===== src/rtl/dmem_responder_if.sv =====
`default_nettype none
// ============================================================================
// Module      : dmem_responder_if
// Description : Request/response bundle between the datapath (master) and
//               the byte-lane data-memory responder (slave).
// Revision    : 1.0 - initial release
// ============================================================================
interface dmem_responder_if;
    logic        req;
    logic        we;
    logic [31:0] a;
    logic [31:0] wd;
    logic [3:0]  byteEnable;
    logic        busy;
    logic        ready;
    logic [31:0] rd;
    logic        err;

    modport master (
        output req, we, a, wd, byteEnable,
        input  busy, ready, rd, err
    );

    modport slave (
        input  req, we, a, wd, byteEnable,
        output busy, ready, rd, err
    );
endinterface
`default_nettype wire


===== src/rtl/dmem_responder.sv =====
`default_nettype none
// ============================================================================
// Module      : dmem_responder
// Description : Word-organised data RAM with byte-lane enables, a
//               programmable number of wait states and a one-cycle ready
//               pulse. One request in flight at a time; requests arriving
//               while busy are dropped. Optional access-fault reporting is
//               compiled in with the DMEM_RESP_ERR_EN macro.
// Revision    : 1.0 - initial release
// ============================================================================
module dmem_responder #(
    parameter int DEPTH       = 64,
    parameter int WAIT_STATES = 1
) (
    input  wire logic       clk,
    input  wire logic       reset,
    dmem_responder_if.slave bus
);

    localparam int         c_AW        = $clog2(DEPTH);
    localparam logic [3:0] c_WAIT_LOAD = (WAIT_STATES > 0) ? 4'(WAIT_STATES - 1) : 4'd0;

    typedef enum logic [1:0] {
        c_IDLE = 2'd0,
        c_WAIT = 2'd1,
        c_RESP = 2'd2
    } state_t;

    state_t      r_state_q, w_state_d;
    logic [3:0]  r_cnt_q,   w_cnt_d;
    logic        r_we_q,    w_we_d;
    logic [31:0] r_a_q,     w_a_d;
    logic [31:0] r_wd_q,    w_wd_d;
    logic [3:0]  r_be_q,    w_be_d;
    logic [31:0] r_rd_q,    w_rd_d;
    logic        r_err_q,   w_err_d;

    logic             w_access;
    logic             w_acc_we;
    logic [31:0]      w_acc_a;
    logic [31:0]      w_acc_wd;
    logic [3:0]       w_acc_be;
    logic             w_fault;
    logic             w_mem_we;
    logic [c_AW-1:0]  w_idx;
    logic [31:0]      w_ram_word;
    logic [31:0]      w_rd_word;

    // Access operands: live inputs on a zero-wait accept edge, latched copy otherwise
    always_comb begin
        w_acc_we = r_we_q;
        w_acc_a  = r_a_q;
        w_acc_wd = r_wd_q;
        w_acc_be = r_be_q;
        if (r_state_q == c_IDLE) begin
            w_acc_we = bus.we;
            w_acc_a  = bus.a;
            w_acc_wd = bus.wd;
            w_acc_be = bus.byteEnable;
        end
    end

    assign w_idx = w_acc_a[c_AW+1:2];

`ifdef DMEM_RESP_ERR_EN
    // Misaligned or out-of-range addresses fault instead of touching the RAM
    assign w_fault = (|w_acc_a[1:0]) || (|w_acc_a[31:c_AW+2]);
`else
    // Offset and upper address bits are don't-care: the address wraps
    assign w_fault = 1'b0;
    wire w_unused_addr = &{1'b0, w_acc_a[1:0], w_acc_a[31:c_AW+2]};
`endif

    assign w_mem_we = w_access && w_acc_we && !w_fault;

    // One byte-wide RAM per lane so each lane enable maps to its own write port
    generate
        for (genvar i = 0; i < 4; i++) begin : g_lane
            logic [7:0] r_mem [DEPTH];

            // Lane write on the access edge when this lane is enabled
            always_ff @(posedge clk) begin
                if (w_mem_we && w_acc_be[i]) begin
                    r_mem[w_idx] <= w_acc_wd[8*i +: 8];
                end
            end

            assign w_ram_word[8*i +: 8] = r_mem[w_idx];
        end
    endgenerate

    // Disabled read lanes return zero
    always_comb begin
        w_rd_word = '0;
        for (int i = 0; i < 4; i++) begin
            w_rd_word[8*i +: 8] = w_acc_be[i] ? w_ram_word[8*i +: 8] : 8'h00;
        end
    end

    // Next-state, wait counter, request capture and response data
    always_comb begin
        w_state_d = r_state_q;
        w_cnt_d   = r_cnt_q;
        w_we_d    = r_we_q;
        w_a_d     = r_a_q;
        w_wd_d    = r_wd_q;
        w_be_d    = r_be_q;
        w_rd_d    = r_rd_q;
        w_err_d   = r_err_q;
        w_access  = 1'b0;

        case (r_state_q)
            c_IDLE: begin
                if (bus.req) begin
                    w_we_d = bus.we;
                    w_a_d  = bus.a;
                    w_wd_d = bus.wd;
                    w_be_d = bus.byteEnable;
                    if (WAIT_STATES == 0) begin
                        w_access  = 1'b1;
                        w_state_d = c_RESP;
                    end else begin
                        w_cnt_d   = c_WAIT_LOAD;
                        w_state_d = c_WAIT;
                    end
                end
            end
            c_WAIT: begin
                if (r_cnt_q == 4'd0) begin
                    w_access  = 1'b1;
                    w_state_d = c_RESP;
                end else begin
                    w_cnt_d = r_cnt_q - 4'd1;
                end
            end
            c_RESP: begin
                w_state_d = c_IDLE;
            end
            default: begin
                w_state_d = c_IDLE;
            end
        endcase

        if (w_access) begin
            w_err_d = w_fault;
            w_rd_d  = (w_fault || w_acc_we) ? 32'h0 : w_rd_word;
        end
    end

    // State and request registers; reset clears outputs without waiting for a clock
    always_ff @(posedge clk or posedge reset) begin
        if (reset) begin
            r_state_q <= c_IDLE;
            r_cnt_q   <= 4'd0;
            r_we_q    <= 1'b0;
            r_a_q     <= 32'h0;
            r_wd_q    <= 32'h0;
            r_be_q    <= 4'h0;
            r_rd_q    <= 32'h0;
            r_err_q   <= 1'b0;
        end else begin
            r_state_q <= w_state_d;
            r_cnt_q   <= w_cnt_d;
            r_we_q    <= w_we_d;
            r_a_q     <= w_a_d;
            r_wd_q    <= w_wd_d;
            r_be_q    <= w_be_d;
            r_rd_q    <= w_rd_d;
            r_err_q   <= w_err_d;
        end
    end

    assign bus.busy  = (r_state_q != c_IDLE);
    assign bus.ready = (r_state_q == c_RESP);
    assign bus.rd    = r_rd_q;
    assign bus.err   = r_err_q;

endmodule
`default_nettype wire


===== src/flat_wrapper.sv =====
// flat-port wrapper written by rule: the top's interface ports become plain ports
module dmem_responder_flat 
#(
    parameter int DEPTH       = 64,
    parameter int WAIT_STATES = 1
)
  (clk, reset, bus_req, bus_we, bus_a, bus_wd, bus_byteEnable, bus_busy, bus_ready, bus_rd, bus_err);
  dmem_responder_if bus_i ();
  input  wire logic clk;
  input  wire logic reset;
  input wire logic [$bits(bus_i.req)-1:0] bus_req;
  input wire logic [$bits(bus_i.we)-1:0] bus_we;
  input wire logic [$bits(bus_i.a)-1:0] bus_a;
  input wire logic [$bits(bus_i.wd)-1:0] bus_wd;
  input wire logic [$bits(bus_i.byteEnable)-1:0] bus_byteEnable;
  output wire logic [$bits(bus_i.busy)-1:0] bus_busy;
  output wire logic [$bits(bus_i.ready)-1:0] bus_ready;
  output wire logic [$bits(bus_i.rd)-1:0] bus_rd;
  output wire logic [$bits(bus_i.err)-1:0] bus_err;
  assign bus_i.req = bus_req;
  assign bus_i.we = bus_we;
  assign bus_i.a = bus_a;
  assign bus_i.wd = bus_wd;
  assign bus_i.byteEnable = bus_byteEnable;
  assign bus_busy = bus_i.busy;
  assign bus_ready = bus_i.ready;
  assign bus_rd = bus_i.rd;
  assign bus_err = bus_i.err;
  dmem_responder #(.DEPTH(DEPTH), .WAIT_STATES(WAIT_STATES)) u_core (.clk(clk), .reset(reset), .bus(bus_i));
endmodule

===== config.mk =====
export PLATFORM = sky130hd
export DESIGN_NAME = dmem_responder_flat
export DESIGN_NICKNAME = d
export VERILOG_FILES = /design/src/rtl/dmem_responder_if.sv /design/src/rtl/dmem_responder.sv /design/src/flat_wrapper.sv
export SDC_FILE = /design/constraint.sdc
export NUM_CORES = 2
export LEC_CHECK = 0
export BUFFER_PORTS_ARGS = -buffer_cell sky130_fd_sc_hd__buf_2
export CORE_MARGIN = 2
export CORE_UTILIZATION = 50
export CTS_BUF_LIST = sky130_fd_sc_hd__clkbuf_16
export DETAILED_ROUTE_END_ITERATION = 7
export PLACE_DENSITY_LB_ADDON = 0.1
export SYNTH_ARGS = -nofsm -noshare
export SYNTH_HDL_FRONTEND = slang
export SYNTH_SLANG_ARGS = --single-unit

===== constraint.sdc =====
create_clock -name clk -period 4.3 [get_ports clk]
set_clock_uncertainty 0.05 [all_clocks]
set_input_delay 0.86 -clock clk [delete_from_list [all_inputs] [get_ports clk]]
set_output_delay 0.86 -clock clk [all_outputs]
set_load 0.1 [all_outputs]

# Word-level counts from Yosys, hierarchy flattened
# Memory sizes are Yosys's and may differ from the RTL's.
# Index checks and enable logic that the tools add are counted.
dict set report totals {
  elab_cells 54
  latchBits 0
  ramBits 2048
  regBits 83
  mem_bits_ro 0
  memories 4
}
dict set report op_classes {
  n_mul 0
  reduce_logical 12
  magnitude_cmp 0
  bitwise_logic 0
  div_mod_pow 0
  shifts 0
  eq_ne 5
  muxes 25
  n_addsub 1
}
# name words word_bits rd rd_ports_with_merged_regs wr line_no
set mem_list {}
lappend mem_list {{u_core.g_lane[0].r_mem} 64 8 1 0 1 dmem_responder.sv:79} ;# logic [7:0] r_mem [DEPTH];
lappend mem_list {{u_core.g_lane[1].r_mem} 64 8 1 0 1 dmem_responder.sv:79}
lappend mem_list {{u_core.g_lane[2].r_mem} 64 8 1 0 1 dmem_responder.sv:79}
lappend mem_list {{u_core.g_lane[3].r_mem} 64 8 1 0 1 dmem_responder.sv:79}
# op count
set ops {}
lappend ops {{$mux W32} 2}
lappend ops {{$mux W8} 5}
lappend ops {{$mux W4} 3}
lappend ops {{$mux W1} 11}
lappend ops {{$pmux W4 S2} 1}
lappend ops {{$logic_and A1 B1 Y1} 5}
lappend ops {{$logic_not A4 Y1} 1}
lappend ops {{$mux W2} 2}
lappend ops {{$ne A2 B2 Y1 const B} 2}
lappend ops {{$pmux W2 S2} 1}
lappend ops {{$reduce_and A2 Y1} 2}
lappend ops {{$reduce_bool A2 Y1} 2}
lappend ops {{$sub A4 B1 Y4 const B} 1}
lappend ops {{$reduce_and A3 Y1} 1}
lappend ops {{$eq A2 B1 Y1 const B} 1}
lappend ops {{$eq A2 B2 Y1 const B} 1}
lappend ops {{$logic_not A2 Y1} 1}
lappend ops {{$ne A2 B1 Y1 const B} 1}

# Logic depth before layout (Yosys ltp)
dict set report logic_depth {
  depth_word 7
  depth_mapped 13
  ltp_nobuf 9
}

# Worst setup path before layout
# Ideal clock, no wire load.
dict set report synth_timing {
  path_type {in2reg}
  startpoint {in bus_a[3]}
  endpoint {mem u_core.g_lane[0].r_mem[32][0] (enable)}
  required_ps 3867
  slack_ps 624
  stages 9
  arrival_time_ps 3242
  setup_ps 383
  path_buffers 6
  cell_sequence {buf_2 -> nor3_2 -> a22oi_2 -> buf_2 -> buf_2 -> buf_1 -> buf_2 -> buf_1 -> nor3_1}
}
dict set report synth_via {
  elab_chain_cells 1
}
# item line_no
set synth_lines {}
lappend synth_lines {{start: declaration} flat_wrapper.sv:13} ;# input wire logic [$bits(bus_i.a)-1:0] bus_a;
lappend synth_lines {{$mux W8} dmem_responder.sv:55} ;# if (r_state_q == c_IDLE) begin
lappend synth_lines {{end: declaration} dmem_responder.sv:79}
# Every way passes these cells.

# Final worst setup path
dict set report layout_timing {
  startpoint {reg u_core.r_state_q[1]}
  endpoint {reg u_core.r_rd_q[24], in the netlist u_core.bus.rd[24]}
}
dict set report layout_via {
  elab_chain_cells 5
  elab_cells_between_ends 9
  cone_classes {1 x eq/ne; 6 x mux; 1 x reduce/logical; 1 x memory}
}
# item line_no
set layout_lines {}
lappend layout_lines {{start: declaration} dmem_responder.sv:29} ;# state_t r_state_q, w_state_d;
lappend layout_lines {{start signal: assignment} dmem_responder.sv:153} ;# r_state_q <= c_IDLE;
lappend layout_lines {{start signal: assignment} dmem_responder.sv:162} ;# r_state_q <= w_state_d;
lappend layout_lines {{$logic_not A2 Y1} dmem_responder.sv:55}
lappend layout_lines {{$mux W8} dmem_responder.sv:55}
lappend layout_lines {{$mem_v2 Z64 W8} n/a}
lappend layout_lines {{$mux W8} dmem_responder.sv:96} ;# w_rd_word[8*i +: 8] = w_acc_be[i] ? w_ram_word[8*i +: 8] : 8'h00;
lappend layout_lines {{$mux W32} dmem_responder.sv:146} ;# w_rd_d = (w_fault || w_acc_we) ? 32'h0 : w_rd_word;
lappend layout_lines {{end signal: assignment} dmem_responder.sv:168} ;# r_rd_q <= w_rd_d;
lappend layout_lines {{end: declaration} dmem_responder.sv:35} ;# logic [31:0] r_rd_q, w_rd_d;
# Several ways; a longest one is shown, not always the timed one.
# A chain may end at the register's enable or synchronous reset.

==> summary.txt <==
Synthesis
  • EDFF count, synth: between 2000 and 2500
  • Count of cell types in the netlist: 67
  • Asr flop ratio synth: 0.03805
  • Synth Instances: approximately 5300
  • Sequential area share after synthesis: 0.7928
  • Main synth FF type: edfxtp_1
  • Mapped Nets: 5400
  • Register bit total from synthesis: 2129
  • Syn_area_per_cell: 15.04 um^2
  • Post-Syn Area: 80130 um^2
  • YS warnings: 0

Layout
  • Area of the multi-input gates: about 15000 um^2
  • Fill count: 12210
  • Ant diodes: 0
  • Layout cells sized above 1: 0.1842
  • Layout net count: ~6000
  • Area occupied by registers: approximately 64000 um^2
  • Final core utilization: 0.5949
  • P&R area growth vs syn: 17.86%

Timing
  • Setup tns final: 0 ns
  • Final min period: a little over 4 ns
  • Slew @ Worst Pin: ~1.3 ns
  • Final Cycle Share: 0.9377
  • Slew HR: 0.1503
  • Slew Limit Fails: 0
  • Final setup fails: 0
  • Peak Freq: between 200 and 250 MHz
  • Final setup margin: ~0.27 ns
  • Final hold violation count: 0
  • Unrepaired setup endpoints after global routing: false

Clock network
  • Clock transition at path regs: approximately 0.060 ns
  • CTS tree: yes
  • Post-CTS sizing: 0
  • Post-CTS setup buffer count: 0
  • CTS Hold Bufs: 0
  • Clk buf depth: 3
  • H-tree depth: 4
  • Total CTS buffers: 214
  • Clk Latency, worst-skew pair: about 0.85 ns
  • Clock tree root buffer cell: clkbuf_16
  • Clk sinks: between 2000 and 2500

Run
  • MaxCap Viol Count: 0

Detailed routing
  • Initial drt markers: around 7400
  • Antenna-violating nets left: 0
  • Post-route DRC: 0
  • Aggregate routed wire length: 261300 um
  • Routed len/inst: roughly 32 um
  • Routed vias/inst: 6.506
  • TritonRoute pass-1 iters: 6
  • Routed via count: ~53000

Setup path
  • CP Max Fanout: 24
  • Critical path startpoint category: register
  • Crit path DAT: approximately 4.8 ns
  • R2r endpoint: u_core.bus.rd[24]$_DFFE_PP0N_
  • Flop-to-flop setup slack: ~0.27 ns
  • CP required: between 5 and 6 ns
  • Worst Reg-to-Reg Cells: 10
  • CP Capture Type: register
  • R2r startpoint: u_core.r_state_q[1]$_DFFE_PP0P_
  • CP Class: register to register

Global route
  • Largest net degree at the start of global routing: between 60 and 70
  • Total gr overflow: 0
  • First-pass GRT wire length: between 300000 and 400000 um
  • Vias in the first global route: ~51000
  • Initial antenna violation count: 4
  • Total track usage: 0.3184

Place
  • Worst slack, placed: between 0.015 and 0.02 ns
  • GP Congestion: about 0.88
  • HPWL Detailed: 161600 um
  • Port Buffers: 79

Floorplan
  • Initial Utilization: 0.5048
  • Die area: ~160000 um^2
  • # rows: about 150
  • Die X: around 400 um
  • Num ports: ~110
  • Die height: between 400 and 500 um
  • Core area: between 150000 and 200000 um^2

Power
  • Total power: 0.06760 W
  • Leak: ~32 nW
  • Worst VDD drop: roughly 0.0011 V
  • P per Cell Area: slightly above 700 nW/um^2

Run status
  • Status: complete, no violations

Hold path
  • Min-Delay Path Class: input port to asynchronous set/reset pin
-- registers in the layout (all words and copies together) (netlist names) --
signal	count
u_core.r_cnt_q	4
u_core.r_wd_q	32
u_core.r_a_q	6
u_core.g_lane.r_mem	2048
u_core.r_be_q	4
u_core.r_we_q	1
u_core.r_state_q	2
u_core.bus.rd	32
-- worst max-delay path by stage --
stage                                          startpoint                                       to  slack, ns  cells past startpoint
after floorplan                                  bus_a[3]  u_core.g_lane[0].r_mem[32][0]$_DFFE_PP_       0.62                      9
after global placement                           bus_a[2]            u_core.bus.rd[11]$_DFFE_PP0N_       0.05                     10
after detailed placement                         bus_a[2]            u_core.bus.rd[11]$_DFFE_PP0N_       0.02                     10
after CTS                 u_core.r_state_q[1]$_DFFE_PP0P_            u_core.bus.rd[11]$_DFFE_PP0N_       0.41                      9
after global routing      u_core.r_state_q[1]$_DFFE_PP0P_            u_core.bus.rd[24]$_DFFE_PP0N_       0.20                     10
final                     u_core.r_state_q[1]$_DFFE_PP0P_            u_core.bus.rd[24]$_DFFE_PP0N_       0.27                     10
-- per-layer routing --
layer  GRT usage  share of wire  up-vias
met3     0.05936          0.099      501
met1      0.4514           0.40    27150
met2      0.4965           0.47     3047
met4      0.1138          0.037        2
li1            -              -    22340
met5           0       0.000050        -
-- layout make-up --
class	instances	share of cell area
sequential	2129	0.6727
multi-input combinational	2805	0.1626
timing repair buffer	744	0.06606
clock buffer	220	0.05830
tap	2072	0.02745
clock inverter	175	0.01265
inverter	6	0.0002650
-- critical path, stage by stage (launching register included) --
cell	delay, ns
dfrtp_1	0.56
o21bai_1	0.40
nor2_1	0.16
nor2_4	0.70
buf_4	0.49
o22ai_1	0.16
nor4_1	0.71
o22ai_1	0.19
nor3_1	0.22
buf_4	0.14
a32o_1	0.17
-- cell families (layout without fill, tap and decap cells) --
family          after synthesis  after routing  share of synthesized area
flops                      2129           2129                     0.7928
simple gates               1498           1498                    0.08521
compound gates             1288           1288                    0.09989
buf+inv                     393           1145                    0.01980
mux                          15             15                   0.001874
xor+xnor                      2              2                  0.0002186
fa+ha+maj                     1              1                  0.0001561
other cells                   1              1                 0.00004680
-- cells in the mapped netlist, types with 10 or more instances --
cell type	count	area share
a21oi_1	344	0.021
a22o_1	14	0.0015
a22oi_1	13	0.0012
a31oi_1	49	0.0038
a32o_1	30	0.0037
and3_1	24	0.0019
buf_1	128	0.0060
buf_2	74	0.0046
clkbuf_1	181	0.0085
dfrtp_1	81	0.025
edfxtp_1	2048	0.77
mux2i_1	15	0.0019
nand2_1	474	0.022
nand3_1	48	0.0030
nor2_1	401	0.019
nor3_1	315	0.020
nor4_1	156	0.012
o21ai_0	13	0.00081
o221ai_1	26	0.0028
o22a_1	10	0.0011
o22ai_1	731	0.057
or4_1	26	0.0024
-- power by group --
group	total [W]	internal, W	switching (W)	leakage (nW)
Sequential	0.0276	0.0272	0.000343	19.6
Clock	0.0179	0.0101	0.00777	3.50
Combinational	0.0221	0.00564	0.0165	8.95
-- metrics by stage --
stage,cells,hold slack (ns),instance area (um^2)
finish,8151,0.05249,94440
detailed placement,7756,0.4115,87730
floorplan,5327,0.3955,80130
global route,8151,0.06933,94440
CTS,8151,0.03306,94430
global placement,7756,0.4075,87730
-- cell usage in the layout, fill, tap and decap left out, types with 9 or more instances in the layout --
| master | n |
|---|---|
| dfrtp_1 | 81 |
| and3_1 | 24 |
| edfxtp_1 | 2048 |
| a32o_1 | 30 |
| clkbuf_16 | 220 |
| nand3_1 | 46 |
| a31oi_1 | 49 |
| a22o_1 | 14 |
| nand2_2 | 42 |
| buf_2 | 79 |
| nor2b_1 | 9 |
| nand2_1 | 420 |
| buf_4 | 597 |
| o21ai_0 | 12 |
| bufinv_16 | 15 |
| inv_1 | 56 |
| o22ai_1 | 730 |
| mux2i_1 | 15 |
| nor3_1 | 314 |
| nand2_4 | 12 |
| o31ai_1 | 9 |
| buf_12 | 68 |
| or4_1 | 26 |
| nor2_1 | 396 |
| clkinv_1 | 55 |
| nor4_1 | 156 |
| o221ai_1 | 26 |
| o22a_1 | 10 |
| clkinv_2 | 39 |
| a21oi_1 | 342 |
| a22oi_1 | 12 |
(Power assumes the default switching activity.)
